==> config.mk <==
export PLATFORM = sky130hd
export DESIGN_NAME = mxv_frame_loader
export DESIGN_NICKNAME = d
export VERILOG_FILES = /design/src/rtl/mxv_frame_loader_pkg.sv /design/src/rtl/mxv_frame_loader_bank_ram.sv /design/src/rtl/mxv_frame_loader.sv
export SDC_FILE = /design/constraint.sdc
export NUM_CORES = 1
export LEC_CHECK = 0
export CAP_MARGIN = 20
export CORE_ASPECT_RATIO = 1.75
export CORE_MARGIN = 2
export CORE_UTILIZATION = 44
export CTS_CLUSTER_DIAMETER = 80
export DETAILED_ROUTE_END_ITERATION = 12
export SYNTH_ARGS = -nofsm -noshare
export SYNTH_HDL_FRONTEND = slang
export SYNTH_SLANG_ARGS = --single-unit
==> constraint.sdc <==
create_clock -name clk -period 3.19 [get_ports clk]
set_clock_uncertainty 0.1 [all_clocks]
set_input_delay 0.319 -clock clk [delete_from_list [all_inputs] [get_ports clk]]
set_output_delay 0.319 -clock clk [all_outputs]
set_load 0.02 [all_outputs]
==> src/rtl/mxv_frame_loader_pkg.sv <==
// Shared types and frame constants for the MxV front-end loader.
// Frame layout on the wire: SOF, L, CMD, payload, EOF.
package mxv_frame_loader_pkg;

    typedef logic [7:0] byte_t;
    typedef logic [3:0] addr_t;
    typedef logic [2:0] bank_sel_t;

    localparam byte_t SOF       = 8'hFE;
    localparam byte_t EOF       = 8'hEF;
    localparam byte_t CMD_SIZE  = 8'h01;
    localparam byte_t CMD_START = 8'h03;
    localparam byte_t CMD_MAT   = 8'h04;
    localparam byte_t CMD_VEC   = 8'h05;

    typedef enum logic [2:0] {
        ST_IDLE = 3'd0,
        ST_LEN  = 3'd1,
        ST_CMD  = 3'd2,
        ST_DATA = 3'd3,
        ST_END  = 3'd4
    } state_t;

endpackage

==> src/rtl/mxv_frame_loader_bank_ram.sv <==
// One 16x8 row bank: synchronous write, registered read-first output.
// The storage array is deliberately left unreset; only the output register clears.
module mxv_bank_ram
    import mxv_frame_loader_pkg::*;
#(
    parameter int DEPTH = 16
) (
    input  logic  clk,
    input  logic  rst,
    input  logic  wr_en,
    input  addr_t wr_addr,
    input  byte_t wr_data,
    input  logic  rd_en,
    input  addr_t rd_addr,
    output byte_t rd_data
);

    byte_t mem [DEPTH];

    always_ff @(posedge clk) begin
        if (wr_en) mem[wr_addr] <= wr_data;
    end

    // Same-edge read of a word being written returns the old contents.
    always_ff @(posedge clk) begin
        if (rst)        rd_data <= '0;
        else if (rd_en) rd_data <= mem[rd_addr];
    end

endmodule

==> src/rtl/mxv_frame_loader.sv <==
// MxV front-end: parses UART command frames, fills row banks and the vector
// register, and produces the op_start pulse and the divided tick enable.
module mxv_frame_loader
    import mxv_frame_loader_pkg::*;
#(
    parameter int CLK_DIV = 4,
    parameter int NBANKS  = 8,
    parameter int DEPTH   = 16
) (
    input  logic        clk,
    input  logic        rst,
    input  logic [7:0]  rx_data,
    input  logic        rx_valid,
    input  logic        rd_en,
    input  logic [2:0]  rd_bank,
    input  logic [3:0]  rd_addr,
    output logic [7:0]  rd_data,
    output logic [63:0] vec_data,
    output logic [3:0]  mat_size,
    output logic        op_start,
    output logic        frame_err,
    output logic        tick,
    output state_t      dbg_state
);

    // Handshake: rx_data is consumed on every rising edge where rx_valid=1;
    // there is no back-pressure, so the parser must accept a byte every cycle.

    localparam int CW = (CLK_DIV > 2) ? $clog2(CLK_DIV) : 1;

    state_t    state;
    byte_t     len;
    byte_t     cmd;
    byte_t     remaining;
    byte_t     pend_size;
    byte_t     k;
    logic [3:0] row;
    logic [3:0] col;
    logic      mat_wr;
    bank_sel_t rd_bank_q;
    logic [CW-1:0] div_cnt;
    byte_t     bank_rd [NBANKS];

    assign dbg_state = state;

    // Row/column counters replace k/N and k%N; writing stops once row reaches N.
    assign mat_wr = rx_valid && (state == ST_DATA) && (cmd == CMD_MAT) && (row < mat_size);

    always_ff @(posedge clk) begin
        if (rst) begin
            state     <= ST_IDLE;
            len       <= '0;
            cmd       <= '0;
            remaining <= '0;
            pend_size <= '0;
            k         <= '0;
            row       <= '0;
            col       <= '0;
            mat_size  <= '0;
            vec_data  <= '0;
            op_start  <= 1'b0;
            frame_err <= 1'b0;
        end else begin
            op_start  <= 1'b0;
            frame_err <= 1'b0;
            if (rx_valid) begin
                case (state)
                    ST_IDLE: begin
                        if (rx_data == SOF) state <= ST_LEN;
                    end
                    ST_LEN: begin
                        len <= rx_data;
                        if (rx_data < 8'd2) begin
                            frame_err <= 1'b1;
                            state     <= ST_IDLE;
                        end else begin
                            state <= ST_CMD;
                        end
                    end
                    ST_CMD: begin
                        cmd       <= rx_data;
                        remaining <= len - 8'd2;
                        k         <= '0;
                        row       <= '0;
                        col       <= '0;
                        pend_size <= '0;
                        state     <= (len == 8'd2) ? ST_END : ST_DATA;
                    end
                    ST_DATA: begin
                        remaining <= remaining - 8'd1;
                        k         <= k + 8'd1;
                        if (remaining == 8'd1) state <= ST_END;
                        case (cmd)
                            CMD_SIZE: begin
                                if (k == 8'd0) pend_size <= rx_data;
                            end
                            CMD_VEC: begin
                                if (k < {4'd0, mat_size}) vec_data[{k[2:0], 3'b000} +: 8] <= rx_data;
                            end
                            CMD_MAT: begin
                                if (mat_wr) begin
                                    if (col == mat_size - 4'd1) begin
                                        col <= '0;
                                        row <= row + 4'd1;
                                    end else begin
                                        col <= col + 4'd1;
                                    end
                                end
                            end
                            default: ;
                        endcase
                    end
                    ST_END: begin
                        state <= ST_IDLE;
                        if (rx_data == EOF) begin
                            if (cmd == CMD_SIZE) begin
                                if (pend_size == 8'd0 || pend_size > 8'd8) frame_err <= 1'b1;
                                else mat_size <= pend_size[3:0];
                            end else if (cmd == CMD_START) begin
                                op_start <= 1'b1;
                            end
                        end else begin
                            frame_err <= 1'b1;
                        end
                    end
                    default: state <= ST_IDLE;
                endcase
            end
        end
    end

    for (genvar i = 0; i < NBANKS; i++) begin : g_bank
        mxv_bank_ram #(.DEPTH(DEPTH)) u_bank (
            .clk     (clk),
            .rst     (rst),
            .wr_en   (mat_wr && (row[2:0] == bank_sel_t'(i))),
            .wr_addr (col),
            .wr_data (rx_data),
            .rd_en   (rd_en),
            .rd_addr (rd_addr),
            .rd_data (bank_rd[i])
        );
    end

    // All banks read together; the registered bank select picks the result.
    always_ff @(posedge clk) begin
        if (rst)        rd_bank_q <= '0;
        else if (rd_en) rd_bank_q <= rd_bank;
    end

    assign rd_data = bank_rd[rd_bank_q];

    always_ff @(posedge clk) begin
        if (rst)                              div_cnt <= '0;
        else if (div_cnt == CW'(CLK_DIV - 1)) div_cnt <= '0;
        else                                  div_cnt <= div_cnt + 1'b1;
    end

    assign tick = (div_cnt == CW'(CLK_DIV - 1));

endmodule

[Yosys cells after proc, flatten, opt, wreduce, memory -nomap -nowiden]
Memory sizes are Yosys's and may differ from the RTL's. A register that Yosys moved wholly into a read port is not among the register bits.
Cells that the tools add are included.
Word-level totals
  register bits after elaboration: 126
  RAM bits: 1024
  input bits: 19
  output and inout port bits: 82
  word-level logic and storage cells: 143
  memories kept: 8
Cells by class
  add/subtract/negate cells: 8
  $lt $le $gt $ge: 5
  equal/unequal tests: 28
  shift operators: 2
  multiplexer cells: 44
  bitwise operators: 5
  reduce and logical (&&, ||, !) cells: 29
Memories
  g_bank[0].u_bank.mem: depth 16, bits a word 8, rd ports 1, clocked after memory_dff 1, write ports 1, line mxv_frame_loader_bank_ram.sv:18  | byte_t mem [DEPTH];
  g_bank[1].u_bank.mem: depth 16, bits a word 8, rd ports 1, clocked after memory_dff 1, write ports 1, line mxv_frame_loader_bank_ram.sv:18
  g_bank[2].u_bank.mem: depth 16, bits a word 8, rd ports 1, clocked after memory_dff 1, write ports 1, line mxv_frame_loader_bank_ram.sv:18
  g_bank[3].u_bank.mem: depth 16, bits a word 8, rd ports 1, clocked after memory_dff 1, write ports 1, line mxv_frame_loader_bank_ram.sv:18
  g_bank[4].u_bank.mem: depth 16, bits a word 8, rd ports 1, clocked after memory_dff 1, write ports 1, line mxv_frame_loader_bank_ram.sv:18
  g_bank[5].u_bank.mem: depth 16, bits a word 8, rd ports 1, clocked after memory_dff 1, write ports 1, line mxv_frame_loader_bank_ram.sv:18
  +2 memories
Operator list (number)
  64-bit bitwise mux: 1
  8-bit by 8-bit variable shift with 64-bit output, first input constant: 1
  8-bit by 8-bit variable part select with 64-bit output: 1
  8-bit case mux with 2 select lines: 3
  8-bit 2-to-1 mux: 4
  8-bit binary-select mux with 3-bit select: 1
  4-bit 2-to-1 mux: 6
  1-bit 2-to-1 mux: 21
  8-bit by 1-bit equality test with 1-bit output, second input constant: 2
  8-bit by 2-bit equality test with 1-bit output, second input constant: 2
  8-bit by 3-bit equality test with 1-bit output, second input constant: 2
  8-bit equality test, second input constant: 2
  8-bit zero test: 2
  4-bit case mux with 2 select lines: 2
  3-bit equality test, second input constant: 5
  3-bit by 2-bit equality test with 1-bit output, second input constant: 4
  3-bit case mux with 4 select lines: 1
  4-bit AND reduction: 3
  1-bit logical AND: 11
  2-bit by 1-bit != test with 1-bit output, second input constant: 5
  5-bit AND reduction: 2
  3-bit 2-to-1 mux: 3
  4-bit by 1-bit adder with 4-bit output, second input constant: 2
  8-bit by 1-bit adder with 8-bit output, second input constant: 1
  25 further kinds: 34

[Logic depth before layout (Yosys ltp)]
  word-level depth: 7
  depth in mapped cells: 8
  depth with buffers taken out: 7

[By module]
Synthesis repeated with hierarchy kept, for this count alone.
Unflattened totals
  cell total of the unflattened synthesis: 3186
  area total of the unflattened synthesis: 48988.2 sq um
By module, submodules not included
  mxv_bank_ram: instances 8, cells an instance 316, area an instance 5343.9 sq um, seq. area each 4003.8 sq um
  mxv_frame_loader: instances 1, cells an instance 658, area an instance 6237.2 sq um, seq. area each 2522.4 sq um

[Worst setup path after synthesis]
No wires, ideal clock.
  kind: register to register
  from: reg mat_size[3]
  to: mem g_bank[5].u_bank.mem[10][0] (netlist name), enable pin
  library setup time: 0.370 ns
  arrival time: 2.440 ns
  data required time: 2.720 ns
  slack: 0.280 ns
  stages on the path, launching flop included: 9
  buffers on the path: 1
  period minus slack after synthesis: 2.910 ns
  cells stage by stage: dfxtp_1 inv_1 ha_1 a211oi_1 nand2_1 nor3_2 nand3_1 clkbuf_1 nor2_1
Between the ends
  word-level cells in the longest chain between the ends: 5
Ends and longest elaborated chain
  start: declaration: line mxv_frame_loader.sv:19  | output logic [3:0] mat_size,
  start signal: assignment: line mxv_frame_loader.sv:118  | else mat_size <= pend_size[3:0];
  4-bit < comparator: line mxv_frame_loader.sv:47  | assign mat_wr = rx_valid && (state == ST_DATA) && (cmd == CMD_MAT) && (row < mat_size);
  1-bit logical AND: line mxv_frame_loader.sv:47
  1-bit logical AND: line mxv_frame_loader.sv:136  | .wr_en (mat_wr && (row[2:0] == bank_sel_t'(i))),
  1-bit 2-to-1 mux: line mxv_frame_loader_bank_ram.sv:21  | if (wr_en) mem[wr_addr] <= wr_data;
  1-bit 2-to-1 mux (not written as such): line mxv_frame_loader_bank_ram.sv:21
  end: declaration: line mxv_frame_loader_bank_ram.sv:18
Every way passes these cells.

[Worst setup path after layout]
  from: reg mat_size[3]
  to: mem g_bank[5].u_bank.mem[15][3] (netlist name), enable pin
Same word-level chain as after synthesis.

==> impl_results.md <==
* Setup-failing EPs final at 0
* Pins over their slew limit at 0
* Dpl cell area at 51600 um^2
* Antenna diodes at 0
* Filler instances at ~8.5k
* RSZ-0062 raised after global routing: no
* Pint at 24.8 mW
* Worst-Skew Late Latency at around 0.7 ns
* Layout cells sized above 1 at approximately 25%
* Via count at between 20k and 30k
* Reg clk slew, reported paths at about 0.07 ns
* Antenna viol nets, final at 0
* Vias in the first global route at 26.4k
* Post-layout minimum cycle time at 3.04 ns
* Period utilization at a little over nine tenths
* Sw frac at 21.4%
* Core ar. at approximately 110000 um^2
* Area delta synth->final at 16.3%
* Starting density of the core at between 40 and 50%
* Syn Area/Cell at 18.3 um^2
* Clock sinks at 1214
* Cell variety after synth at 62
* Max VDD drop at 0.394 mV
* Wirelength, routed at 121000 um
* Slew @ Worst Pin at between 0.9 and 1 ns
* CTS buffer count at between 100 and 150
* WP buf/inv at 4
* Yosys top cell area share at roughly 65%
* Final hold vios at 0
* Die X at 252 um
* Critical path's top delay family: simple AND/OR/NAND/NOR gates
* Syn Inst Count at 2593
* Pleak at 17.9 nW
* Most used cell, CP: buf_4
* Final hold slack at between 0.1 and 0.15 ns
* Most common cell in the netlist: edfxtp_1
* Top FF cell, synth: edfxtp_1
* Post-route DRC violation count at 0
* Top Layer Used: met4
* IO buf count at 100
* Gr usage total at 22.1%
* Met3 wire len at about 5300 um
* Cell Pwr Density at 573 nW/um^2
* Critical Path RT at around 3.5 ns
* GP Congestion at ~0.83
* Slack of the worst reg-to-reg path at 0.15 ns
* Routed vias/inst at approximately 5.8
* Die height at 438 um
* Clock Path Buffers at 3
* Sequential area share after synthesis at between 70 and 80%
* Total grt overflow at 0
* Crit path cell chain: inv_1 -> ha_1 -> a211oi_1 -> nand2_1 -> nor3_2 -> buf_4 -> nand3_1 -> buf_4 -> nor2_1 -> buf_4
* CTS tree: done
* Synth area leader: edfxtp_1
* Global-route wire length before repair at between 150000 and 200000 um
* Post-Syn Area at approximately 47000 um^2
* Critical path arrival at between 3 and 4 ns
* Status: complete, no violations
* CP max stage delay at between 0.4 and 0.5 ns
* Pre-CTS setup slack at around 0.18 ns
* Sw power at roughly 6.8 mW
* Slew headroom at between 30% and 40%
* DIE AREA at approximately 110000 um^2
* Nets at a little under 3k
* Post-synth top cells: edfxtp_1 (1024), mux4_2 (272), dfxtp_1 (190)
* Max cap viols at 0
* Rows at roughly 160
* Seq pwr share at between 50% and 60%
* Main area contributors after synthesis: edfxtp_1 (65%), mux4_2 (13%), dfxtp_1 (8.0%)
* Maximum clock rate at between 300 and 400 MHz
* Iter 0 DRT Violations at 2053
* Setup_tns at 0 ns
* Yosys warning total at 0
* Largest net degree at the start of global routing at around 130
* Avg WL per Cell at ~28 um
* Post-synthesis net count at about 2.6k
* Met2 routed WL at ~65000 um
* DRT Pass-1 Iters at 5
* Hold Path Class: in2reg
* Critical path capture point type: flip-flop
* Combinational share of power at 4.8%
* Post CTS Setup Buffer Count at 0
* CTS H-tree depth at 3
* Critical Path Fanout Max at 16
* Slowest CP cell: dfxtp_1
* Io pins at a little over 100
* Initial antenna violation count at 1
* Post-synthesis register bit count at 1214
* Final worst setup slack at 0.149 ns
* Number of flops mapped to enable cells by yosys at approximately 1.0k
* Clock power share at between 40% and 50%
* Wl on met1 at 45900 um
* Async SR Flop Fraction at 0%
* Final instance area at between 50000 and 60000 um^2
* DP HPWL at 79600 um
* Clk Tree Root Cell: clkbuf_16
* CP Class: reg2reg
* Startpoint types: flip-flop
-- layer usage --
metal | vias up | global-route usage, %
met5 | - | 0
met4 | 0 | 8.92
met3 | 174 | 2.88
met2 | 721 | 40.2
met1 | 13300 | 26.5
li1 | 11000 | -
-- per-stage QoR --
step,util (%),total power [mW],std cells
detailed placement,48.2,19.2,4158
global route,51.5,32.4,4358
CTS,51.4,31.8,4358
finish,51.5,31.6,4358
floorplan,-,18.4,2593
global placement,48.2,19.1,4158
-- registers in the layout, summed over array words and instances (netlist names) --
name and cells:
dbg_state 3, mat_size 4, div_cnt 2, vec_data 64, remaining 8, row 4
g_bank.u_bank.mem 1024, len 8, col 4, g_bank.u_bank.rd_data 64, cmd 8, frame_err 1
op_start 1, pend_size 8, k 8, rd_bank_q 3
-- cell usage in the layout (no fill, tap or decap), drive strengths merged, types with 15 or more instances in the layout --
master,instances
dfxtp,190
nand2b,67
mux2i,73
ha,27
inv,28
mux4,272
o21ai,15
o22ai,64
clkdlybuf4s50,80
a22o,64
buf,262
clkbuf,138
nand2,168
nor2b,15
a21oi,47
edfxtp,1024
nor2,162
clkinv,35
nand3,43
a221oi,65
-- repair_timing --
action,in CTS,in global routing
hold buffers,6,0
hold endpoints to repair,106,0
setup endpoints to repair,8,3
resized for setup,7,3
-- worst register-to-register path: stages (launching register included) --
cell and delay (ns):
dfxtp_1 0.41, inv_1 0.11, ha_1 0.32, a211oi_1 0.32, nand2_1 0.11, nor3_2 0.22
buf_4 0.21, nand3_1 0.13, buf_4 0.23, nor2_1 0.36, buf_4 0.23
-- path summary, 6_finish.rpt --
path                    start                          end  depth (start not counted)
setup reg to reg  mat_size[3]  g_bank[5].u_bank.mem[15][3]                         10
setup / recovery  mat_size[3]  g_bank[5].u_bank.mem[15][3]                         10
hold reg to reg    div_cnt[0]                   div_cnt[0]                          1
hold / removal     rx_data[7]  g_bank[1].u_bank.mem[15][7]                          2
-- power groups by stage --
stage               Sequential [mW]  Combinational, mW  Clock (mW)
floorplan                      17.6              0.802           0
global placement               17.6               1.50           0
detailed placement             17.6               1.54           0
CTS                            17.3               1.54        13.0
global route                   17.3               1.61        13.6
finish                         17.3               1.52        12.8
-- cell families (layout without fill, tap and decap cells) --
kind of cell | after synthesis | count (layout) | share of synthesized area, %
flip-flops | 1214 | 1214 | 73.0
AND/OR/NAND/NOR | 522 | 522 | 5.23
multiplexers | 353 | 353 | 14.7
AO/OA/AOI/OAI | 290 | 290 | 4.58
buffers and inverters | 173 | 570 | 1.53
adder cells (fa/ha/maj) | 27 | 27 | 0.714
XOR/XNOR | 14 | 14 | 0.291
-- cell type report --
type / instances / area, um^2 / area share (%)
inverter: 20 / 75.1 / 0.136
timing repair buffer: 356 / 3190 / 5.80
multi-input combinational: 1206 / 12100 / 22.0
clock buffer: 138 / 2850 / 5.17
clock inverter: 56 / 583 / 1.06
sequential: 1214 / 34600 / 62.7
tap: 1368 / 1710 / 3.11
Note: power is estimated with default switching activity, not from simulation.
